**config.mk**
```make
export PLATFORM = sky130hd
export DESIGN_NAME = usr_rotate_ctrl_flat
export DESIGN_NICKNAME = d
export VERILOG_FILES = /design/src/rtl/usr_rotate_ctrl_if.sv /design/src/rtl/usr_rotate_ctrl.sv /design/src/flat_wrapper.sv
export SDC_FILE = /design/constraint.sdc
export NUM_CORES = 1
export LEC_CHECK = 0
export ABC_AREA = 1
export ABC_CLOCK_PERIOD_IN_PS = 3500
export BUFFER_PORTS_ARGS = -buffer_cell sky130_fd_sc_hd__buf_4
export CAP_MARGIN = 5
export CORE_ASPECT_RATIO = 0.8
export CORE_MARGIN = 4
export CORE_UTILIZATION = 58
export CTS_CLUSTER_DIAMETER = 100
export CTS_CLUSTER_SIZE = 12
export DETAILED_ROUTE_END_ITERATION = 8
export PLACE_DENSITY = 0.92
export SYNTH_ARGS = -nofsm -noshare
export SYNTH_HDL_FRONTEND = slang
export SYNTH_SLANG_ARGS = --single-unit
export TNS_END_PERCENT = 30
```
**constraint.sdc**
```tcl
create_clock -name clk -period 3.5 [get_ports clk]
set_clock_uncertainty 0.15 [all_clocks]
set_input_delay 0.7 -clock clk [delete_from_list [all_inputs] [get_ports clk]]
set_output_delay 0.7 -clock clk [all_outputs]
set_load 0.05 [all_outputs]
```
**src/rtl/usr_rotate_ctrl_if.sv**
```systemverilog
// Command and register-side signal bundle for the rotate sequencer.
// The slave modport is the sequencer's view; the master modport drives commands and Q.
interface usr_rotate_ctrl_if #(
  parameter int unsigned CNT_W = 4
);
  logic             cmd_valid;
  logic             cmd_ready;
  logic [1:0]       cmd_op;
  logic [3:0]       cmd_data;
  logic [CNT_W-1:0] cmd_cnt;
  logic [3:0]       Q;
  logic [1:0]       sel;
  logic [3:0]       M;
  logic [3:0]       result;
  logic             done;
  logic             err;

  modport master (
    output cmd_valid, cmd_op, cmd_data, cmd_cnt, Q,
    input  cmd_ready, sel, M, result, done, err
  );

  modport slave (
    input  cmd_valid, cmd_op, cmd_data, cmd_cnt, Q,
    output cmd_ready, sel, M, result, done, err
  );
endinterface

```
**src/rtl/usr_rotate_ctrl.sv**
```systemverilog
// Sequencer that replays load/rotate/read steps onto a 4-bit universal shift register
// and checks the fed-back Q against a shadow copy of the expected contents.
module usr_rotate_ctrl #(
  parameter int unsigned CNT_W = 4
) (
  input logic              clk,
  input logic              clr,
  usr_rotate_ctrl_if.slave bus
);

  typedef enum logic [2:0] {StIdle, StLoad, StRot, StRead, StDone} state_e;
  typedef enum logic [1:0] {OpLoad = 2'b00, OpRotR = 2'b01, OpRotL = 2'b10, OpRead = 2'b11} op_e;

  state_e           state_q, state_d;
  op_e              op_q, op_d;
  logic [3:0]       data_q, data_d;
  logic [3:0]       shadow_q, shadow_d;
  logic [CNT_W-1:0] cnt_q, cnt_d;
  logic [1:0]       sel_q, sel_d;
  logic [3:0]       m_q, m_d;
  logic [3:0]       result_q, result_d;
  logic             ready_q, ready_d;
  logic             done_q, done_d;
  logic             err_q, err_d;

  function automatic logic [3:0] rot(input logic [3:0] v, input op_e op);
    return (op == OpRotR) ? {v[0], v[3:1]} : {v[2:0], v[3]};
  endfunction

  always_comb begin
    state_d  = state_q;
    op_d     = op_q;
    data_d   = data_q;
    shadow_d = shadow_q;
    cnt_d    = cnt_q;
    result_d = result_q;
    err_d    = err_q;

    case (state_q)
      StIdle: begin
        if (bus.cmd_valid && ready_q) begin
          op_d    = op_e'(bus.cmd_op);
          data_d  = bus.cmd_data;
          cnt_d   = bus.cmd_cnt;
          state_d = (op_e'(bus.cmd_op) == OpRead) ? StRead : StLoad;
        end
      end
      StLoad: begin
        shadow_d = data_q;
        if (op_q != OpLoad && cnt_q != '0) begin
          state_d = StRot;
        end else begin
          state_d  = StDone;
          result_d = bus.Q;
          err_d    = (bus.Q != data_q);
        end
      end
      StRot: begin
        shadow_d = rot(shadow_q, op_q);
        cnt_d    = cnt_q - CNT_W'(1);
        if (cnt_q == CNT_W'(1)) begin
          state_d  = StDone;
          result_d = bus.Q;
          err_d    = (bus.Q != shadow_d);
        end
      end
      StRead: begin
        shadow_d = bus.Q;
        state_d  = StDone;
        result_d = bus.Q;
        err_d    = 1'b0;
      end
      StDone:  state_d = StIdle;
      default: state_d = StIdle;
    endcase

    // Outputs are decoded from the next state so they leave the flops already settled.
    sel_d   = 2'b00;
    m_d     = shadow_d;
    ready_d = 1'b0;
    done_d  = 1'b0;
    case (state_d)
      StIdle: ready_d = 1'b1;
      StLoad: begin
        sel_d = 2'b11;
        m_d   = data_d;
      end
      StRot:   sel_d = (op_d == OpRotR) ? 2'b01 : 2'b10;
      StDone:  done_d = 1'b1;
      default: ;
    endcase
  end

  always_ff @(posedge clk) begin
    if (clr) begin
      state_q  <= StIdle;
      op_q     <= OpLoad;
      data_q   <= '0;
      shadow_q <= '0;
      cnt_q    <= '0;
      sel_q    <= 2'b00;
      m_q      <= '0;
      result_q <= '0;
      ready_q  <= 1'b1;
      done_q   <= 1'b0;
      err_q    <= 1'b0;
    end else begin
      state_q  <= state_d;
      op_q     <= op_d;
      data_q   <= data_d;
      shadow_q <= shadow_d;
      cnt_q    <= cnt_d;
      sel_q    <= sel_d;
      m_q      <= m_d;
      result_q <= result_d;
      ready_q  <= ready_d;
      done_q   <= done_d;
      err_q    <= err_d;
    end
  end

  assign bus.cmd_ready = ready_q;
  assign bus.sel       = sel_q;
  assign bus.M         = m_q;
  assign bus.result    = result_q;
  assign bus.done      = done_q;
  assign bus.err       = err_q;

endmodule

```
**src/flat_wrapper.sv**
```systemverilog
// flat-port wrapper written by rule: the top's interface ports become plain ports
module usr_rotate_ctrl_flat 
#(
  parameter int unsigned CNT_W = 4
)
  (clk, clr, bus_cmd_valid, bus_cmd_op, bus_cmd_data, bus_cmd_cnt, bus_Q, bus_cmd_ready, bus_sel, bus_M, bus_result, bus_done, bus_err);
  usr_rotate_ctrl_if #(.CNT_W(CNT_W)) bus_i ();
  input logic clk;
  input logic clr;
  input wire logic [$bits(bus_i.cmd_valid)-1:0] bus_cmd_valid;
  input wire logic [$bits(bus_i.cmd_op)-1:0] bus_cmd_op;
  input wire logic [$bits(bus_i.cmd_data)-1:0] bus_cmd_data;
  input wire logic [$bits(bus_i.cmd_cnt)-1:0] bus_cmd_cnt;
  input wire logic [$bits(bus_i.Q)-1:0] bus_Q;
  output wire logic [$bits(bus_i.cmd_ready)-1:0] bus_cmd_ready;
  output wire logic [$bits(bus_i.sel)-1:0] bus_sel;
  output wire logic [$bits(bus_i.M)-1:0] bus_M;
  output wire logic [$bits(bus_i.result)-1:0] bus_result;
  output wire logic [$bits(bus_i.done)-1:0] bus_done;
  output wire logic [$bits(bus_i.err)-1:0] bus_err;
  assign bus_i.cmd_valid = bus_cmd_valid;
  assign bus_i.cmd_op = bus_cmd_op;
  assign bus_i.cmd_data = bus_cmd_data;
  assign bus_i.cmd_cnt = bus_cmd_cnt;
  assign bus_i.Q = bus_Q;
  assign bus_cmd_ready = bus_i.cmd_ready;
  assign bus_sel = bus_i.sel;
  assign bus_M = bus_i.M;
  assign bus_result = bus_i.result;
  assign bus_done = bus_i.done;
  assign bus_err = bus_i.err;
  usr_rotate_ctrl #(.CNT_W(CNT_W)) u_core (.clk(clk), .clr(clr), .bus(bus_i));
endmodule
```
==> results of run 1 <==
## critical path, delay by kind of cell (launching register included)
kind	cells	cell delay, ns
simple gates	2	0.20
fa+ha+maj	1	0.20
compound gates	4	0.61
flops	1	0.41
buf+inv	3	0.29
## worst max path at each step
stage	from	depth (start not counted)	slack, ns	to
after CTS	u_core.cnt_q[0]	10	1.59	u_core.bus.result[2]
final	u_core.cnt_q[0]	10	1.55	u_core.bus.result[2]
after detailed placement	bus_cmd_valid	8	1.32	u_core.bus.M[2]
after floorplan	u_core.bus.cmd_ready	7	1.71	u_core.bus.M[0]
after global placement	bus_cmd_valid	8	1.41	u_core.bus.M[3]
after global routing	u_core.cnt_q[0]	10	1.49	u_core.bus.result[2]
## cell usage in the layout, fill, tap and decap left out, types with 2 or more instances in the layout
cell type / netlist / layout
sky130_fd_sc_hd__a21oi_1: 12 / 12
sky130_fd_sc_hd__buf_4: 1 / 29
sky130_fd_sc_hd__clkbuf_4: 0 / 5
sky130_fd_sc_hd__clkinv_2: 0 / 2
sky130_fd_sc_hd__dfxtp_1: 30 / 30
sky130_fd_sc_hd__ha_1: 3 / 3
sky130_fd_sc_hd__inv_1: 33 / 33
sky130_fd_sc_hd__inv_2: 4 / 4
sky130_fd_sc_hd__nand2_1: 56 / 56
sky130_fd_sc_hd__nand2_4: 2 / 2
sky130_fd_sc_hd__nand3_1: 19 / 19
sky130_fd_sc_hd__nand3_2: 3 / 3
sky130_fd_sc_hd__nor2_1: 30 / 30
sky130_fd_sc_hd__nor2_4: 2 / 2
sky130_fd_sc_hd__nor3_1: 2 / 2
sky130_fd_sc_hd__o211ai_1: 4 / 4
sky130_fd_sc_hd__o21a_1: 5 / 5
sky130_fd_sc_hd__o21ai_0: 13 / 13
## registers in the layout (all words and copies together) (netlist names)
signal,count
u_core.bus.err,1
u_core.bus.cmd_ready,1
u_core.bus.M,4
u_core.data_q,4
u_core.bus.sel,2
u_core.bus.done,1
u_core.shadow_q,4
u_core.bus.result,4
u_core.state_q,3
u_core.op_q,2
u_core.cnt_q,4
## cells in the mapped netlist
master	number
sky130_fd_sc_hd__a211oi_1	1
sky130_fd_sc_hd__a21oi_1	12
sky130_fd_sc_hd__a31oi_1	1
sky130_fd_sc_hd__buf_4	1
sky130_fd_sc_hd__buf_6	1
sky130_fd_sc_hd__clkbuf_1	3
sky130_fd_sc_hd__dfxtp_1	30
sky130_fd_sc_hd__ha_1	3
sky130_fd_sc_hd__inv_1	33
sky130_fd_sc_hd__inv_2	4
sky130_fd_sc_hd__nand2_1	56
sky130_fd_sc_hd__nand2_4	2
sky130_fd_sc_hd__nand3_1	19
sky130_fd_sc_hd__nand3_2	3
sky130_fd_sc_hd__nor2_1	30
sky130_fd_sc_hd__nor2_4	2
sky130_fd_sc_hd__nor3_1	2
sky130_fd_sc_hd__nor3_2	1
sky130_fd_sc_hd__o211ai_1	4
sky130_fd_sc_hd__o211ai_4	1
sky130_fd_sc_hd__o21a_1	5
sky130_fd_sc_hd__o21ai_0	13
sky130_fd_sc_hd__o21ai_2	1
sky130_fd_sc_hd__o21bai_1	1
sky130_fd_sc_hd__xor2_1	1
## layout make-up
type	count	area [um^2]	share of cell area
multi-input cells	158	803.3	0.4335
clock buffers	5	37.54	0.02026
well taps	36	45.04	0.02431
repair buffers	29	217.7	0.1175
inverters	37	138.9	0.07495
flip-flops and latches	30	600.6	0.3241
clock inverters	2	10.01	0.005402
## power breakdown
group / leakage (uW) / internal, uW / switching [uW] / total (uW)
clock network: 0.0000308 / 72.0 / 123 / 195
logic: 0.000666 / 150 / 322 / 472
registers: 0.000246 / 399 / 34.9 / 434
## layer usage
layer,GRT usage,wire [um]
met1,0.3133,1662
met2,0.3295,1635
met5,0,0
met4,0.1149,59
met3,0.07803,350
## stage by stage
stage	hold slack [ns]	area (um^2)
5_1_grt	0.3674	1853
3_5_place_dp	0.3170	1805
3_3_place_gp	0.3108	1805
6_report	0.3274	1853
4_1_cts	0.3319	1853
2_1_floorplan	0.3068	1573
## kinds of logic after synthesis
| kind of cell | share of synthesized area |
|---|---|
| XOR/XNOR | 0.005570 |
| buffers and inverters | 0.1074 |
| AND/OR/NAND/NOR | 0.3262 |
| flip-flops | 0.3819 |
| adder cells (fa/ha/maj) | 0.02387 |
| AO/OA/AOI/OAI | 0.1551 |
==> run summary, run 1 <==
first-iteration detailed-routing DRC count: 152
data arrival time at the worst-slack endpoint: 2.04 ns
Worst R2R Start: u_core.cnt_q[0]
number of cells upsized or downsized after cts: 0
startpoint types: register
cell area after synthesis: 1573 um^2
summed negative setup slack over all endpoints: 0 ns
total nets after synthesis: 250
total of buffers placed on input and output ports: 29
worst endpoint required time: 3.59 ns
number of different library cells in the post-synthesis netlist: 25
wire length per cell after detailed routing: 12.48 um
total power after layout: 1101 uW
placed insts: 290
clock sinks: 30
RSZ-0062 raised after global routing: no
buffer cell driving the clock tree root: sky130_fd_sc_hd__clkbuf_4
leakage power: 0.0009420 uW
highest net fanout along the worst path: 8
overall die area: 3614 um^2
pin count of the biggest net entering global routing: 19
final weighted congestion in routability-driven placement: 0.8599
Worst Hold Endpoint: u_core.bus.err
global-route wire length before repair: 6113 um
register-to-register path setup slack: 1.55 ns
worst slew pin tran: 0.4646 ns
synthesized instance count: 230
number of levels in the clock H-tree: 2
maximum clock insertion buffer count: 2
final period utilization: 0.5583
classification of the worst-slack hold path: register to register
worst ir drop on vdd: 409.2 uV
number of buffers inserted to repair setup after CTS: 0
latest clock arrival within the worst-skew pair: 0.34 ns
remaining max-slew budget at the tightest pin: 0.6895
cells along the critical path: inv_1, ha_1, nand3_1, o21ai_0, o21ai_2, inv_2, nand2_4, inv_2, o21ai_0, a21oi_1
crit path kind: register to register
kind of end point of the critical path: register
fraction of final layout cells sized beyond drive strength 1: 0.1916
portion of synthesized cell area occupied by the leading cell type: 0.3819
first-pass detailed-route iteration total: 4
detailed placement HPWL: 2720 um
Mean Syn Cell Area: 6.838 um^2
max cap viols: 0
final number of setup-violating endpoints: 0
reg2reg path depth: 10
number of warnings reported in the yosys synthesis log: 0
core outline area: 2522 um^2
Crit Reg-Reg Endpoint: u_core.bus.result[2]
remaining global-route overflow: 0
final cell count without fillers: 297
CP peak stage delay: 0.41 ns
sum of routed wire length over all layers: 3707 um
total inserted antenna cells: 0
vertical die dimension: 54.58 um
effective utilization at floorplan: 0.6235
Critical Path Slowest Stage Cell: sky130_fd_sc_hd__dfxtp_1
minimum setup slack after placement: 1.324 ns
sequential area share after synthesis: 0.3819
final-report max-slew violation count: 0
core occupancy in the finished layout: 0.7346
number of hold-slack violations in the final timing report: 0
clock tree from TritonCTS: built
row cnt: 16
detailed-route vias per instance: 5.276
Top Ports: 30
Vias: 1,567
synth top area cells: sky130_fd_sc_hd__dfxtp_1 (38%), sky130_fd_sc_hd__nand2_1 (13%), sky130_fd_sc_hd__inv_1 (7.9%), sky130_fd_sc_hd__nor2_1 (7.2%), sky130_fd_sc_hd__nand3_1 (6.0%)
Worst Hold Path Cells: 2
post-route DRC violation count: 0
count of hold buffers inserted by post-cts repair: 0
setup slack of the critical path after layout: 1.546 ns
Total Routing Usage GR: 0.2318
biggest area consumer among synthesized cells: sky130_fd_sc_hd__dfxtp_1
final period demand of the worst path: 1.954 ns
die outline width: 66.22 um
initial antenna violation count: 0
beginning of the worst hold path: u_core.bus.err
nets: 281
via count of the first global-routing pass: 1,367
fillers: 214
Synth-to-Final Area Change: 17.82%
remaining number of nets flagged by the antenna check after routing: 0
power density normalized to cell area: 594.2 nW/um^2
CTS clk-pin slew, worst paths: 0.10 ns
timing-limited maximum frequency: 511.8 MHz
outcome: complete, no violations
number of buffers created by CTS: 5
flops & latches, synth: 30
Note: power is estimated with default switching activity, not from simulation.
==> inputs of run 2 (changes only) <==
--- a/config.mk
+++ b/config.mk
@@ -6,16 +6,16 @@
 export NUM_CORES = 1
 export LEC_CHECK = 0
 export ABC_AREA = 1
-export ABC_CLOCK_PERIOD_IN_PS = 3500
+export ABC_CLOCK_PERIOD_IN_PS = 1870
 export BUFFER_PORTS_ARGS = -buffer_cell sky130_fd_sc_hd__buf_4
 export CAP_MARGIN = 5
 export CORE_ASPECT_RATIO = 0.8
 export CORE_MARGIN = 4
-export CORE_UTILIZATION = 58
+export CORE_UTILIZATION = 54
 export CTS_CLUSTER_DIAMETER = 100
 export CTS_CLUSTER_SIZE = 12
 export DETAILED_ROUTE_END_ITERATION = 8
-export PLACE_DENSITY = 0.92
+export PLACE_DENSITY = 0.87
 export SYNTH_ARGS = -nofsm -noshare
 export SYNTH_HDL_FRONTEND = slang
 export SYNTH_SLANG_ARGS = --single-unit
==> constraint.sdc (replaced) <==
create_clock -name clk -period 1.87 [get_ports clk]
set_clock_uncertainty 0.15 [all_clocks]
set_input_delay 0.374 -clock clk [delete_from_list [all_inputs] [get_ports clk]]
set_output_delay 0.374 -clock clk [all_outputs]
set_load 0.05 [all_outputs]
==> run summary, run 2 (same netlist as run 1, synthesis figures left out) <==
Worst Hold Path Cells: 3
Total Routing Usage GR: 0.2081
detailed-route vias per instance: 5.138
tightest hold margin: 0.1511 ns
net load switching power: 908.1 uW
core outline area: 2765 um^2
summed negative setup slack over all endpoints: 0 ns
data arrival time at the worst-slack endpoint: 1.81 ns
worst ir drop on vdd: 786.4 uV
remaining global-route overflow: 0
via count of the first global-routing pass: 1,321
first-pass detailed-route iteration total: 5
remaining max-slew budget at the tightest pin: 0.7504
outcome: complete, no violations
classification of the worst-slack hold path: primary input to register
leading cell types in the layout, fill and taps excluded: sky130_fd_sc_hd__nand2_1 (56), sky130_fd_sc_hd__inv_1 (33), sky130_fd_sc_hd__buf_4 (33), sky130_fd_sc_hd__nor2_1 (30), sky130_fd_sc_hd__dfxtp_1 (28)
sum of routed wire length over all layers: 3710 um
nets: 285
buffer cell driving the clock tree root: sky130_fd_sc_hd__clkbuf_4
final number of setup-violating endpoints: 0
beginning of the worst hold path: bus_cmd_cnt[1]
register-to-register path setup slack: 0.14 ns
power density normalized to cell area: 1234 nW/um^2
reg2reg path depth: 10
clock sinks: 30
number of levels in the clock H-tree: 2
remaining number of nets flagged by the antenna check after routing: 0
pin count of the biggest net entering global routing: 17
leakage power: 0.0009912 uW
post-route DRC violation count: 0
Synth-to-Final Area Change: 24.26%
vertical die dimension: 56.27 um
count of hold buffers inserted by post-cts repair: 0
maximum clock insertion buffer count: 2
worst slew pin tran: 0.3740 ns
first-iteration detailed-routing DRC count: 149
worst endpoint required time: 1.95 ns
total inserted antenna cells: 0
global-route wire length before repair: 6037 um
die outline width: 68.34 um
latest clock arrival within the worst-skew pair: 0.34 ns
switching power as a share of total power: 0.3766
combinational fraction of design power: 0.377
Vias: 1,562
wire length per cell after detailed routing: 12.20 um
row cnt: 17
setup slack of the critical path after layout: 0.1423 ns
clock tree from TritonCTS: built
Top Ports: 30
max cap viols: 0
number of buffers created by CTS: 5
share of total power in the clock network: 0.286
most common cell after layout, fill and taps aside: sky130_fd_sc_hd__nand2_1
final period demand of the worst path: 1.728 ns
highest net fanout along the worst path: 8
minimum setup slack after placement: 0.07594 ns
relative contribution of sequential cells to total power: 0.337
fraction of final layout cells sized beyond drive strength 1: 0.2143
crit path kind: register to register
overall die area: 3845 um^2
final weighted congestion in routability-driven placement: 0.8533
total of buffers placed on input and output ports: 29
number of hold-slack violations in the final timing report: 0
effective utilization at floorplan: 0.5688
kind of end point of the critical path: register
Worst Hold Endpoint: u_core.cnt_q[1]
CTS clk-pin slew, worst paths: 0.10 ns
initial antenna violation count: 0
P_int: 1503 uW
Crit Reg-Reg Endpoint: u_core.bus.result[0]
final period utilization: 0.9239
RSZ-0062 raised after global routing: no
startpoint types: register
final-report max-slew violation count: 0
total power after layout: 2411 uW
detailed placement HPWL: 2748 um
timing-limited maximum frequency: 578.8 MHz
Worst R2R Start: u_core.cnt_q[0]
run 2: area by class of cell:
class,instances,area (um^2)
Sequential cell,30,605.6
Fill cell,234,810.8
Multi-Input combinational cell,158,803.3
Clock inverter,2,60.06
Clock buffer,6,51.30
Tap cell,38,47.55
Inverter,37,138.9
Timing Repair Buffer,33,247.7
run 2: critical path: stages, from the launching register on:
cell	delay, ns
sky130_fd_sc_hd__dfxtp_4	0.37
sky130_fd_sc_hd__inv_1	0.06
sky130_fd_sc_hd__ha_1	0.19
sky130_fd_sc_hd__nand3_1	0.08
sky130_fd_sc_hd__o21ai_0	0.10
sky130_fd_sc_hd__o21ai_2	0.20
sky130_fd_sc_hd__inv_2	0.09
sky130_fd_sc_hd__nand2_4	0.09
sky130_fd_sc_hd__inv_2	0.08
sky130_fd_sc_hd__o21ai_0	0.15
sky130_fd_sc_hd__a21oi_1	0.06
run 2: worst max-delay path by stage:
stage,slack (ns),endpoint,from
finish,0.14,u_core.bus.result[0],u_core.cnt_q[0]
global route,0.003,u_core.bus.result[1],u_core.cnt_q[0]
CTS,0.05,u_core.bus.result[1],u_core.cnt_q[0]
detailed placement,0.08,u_core.bus.result[0],u_core.cnt_q[0]
global placement,0.19,u_core.bus.M[3],u_core.cnt_q[0]
floorplan,0.08,u_core.bus.M[0],u_core.bus.cmd_ready
run 2: what timing repair did:
action,4_1_cts,5_1_grt
resized for setup,0,5
setup endpoints to repair,0,9
buffers inserted,0,1
run 2: per-layer routing:
| layer | routed length, um | share of wire | track usage | up-vias |
|---|---|---|---|---|
| met3 | 259 | 0.070 | 0.07400 | 7 |
| met4 | 59 | 0.016 | 0.05949 | 0 |
| met2 | 1595 | 0.43 | 0.2857 | 54 |
| li1 | - | - | - | 798 |
| met1 | 1796 | 0.48 | 0.3025 | 703 |
| met5 | 0 | 0 | 0 | - |
run 2: through the flow:
stage	utilization	cells	instance area, um^2
after floorplan	-	230	1573
final	0.7068	304	1954
after detailed placement	0.6620	295	1831
after global routing	0.7068	304	1954
after CTS	0.7023	303	1942
after global placement	0.6620	295	1831
run 2: power groups by stage:
| stage | logic (uW) | registers [uW] | clock network (uW) |
|---|---|---|---|
| after global placement | 875 | 819 | 0 |
| after CTS | 895 | 808 | 691 |
| after detailed placement | 889 | 821 | 0 |
| after floorplan | 466 | 1020 | 0 |
| after global routing | 995 | 826 | 734 |
| final | 908 | 813 | 690 |
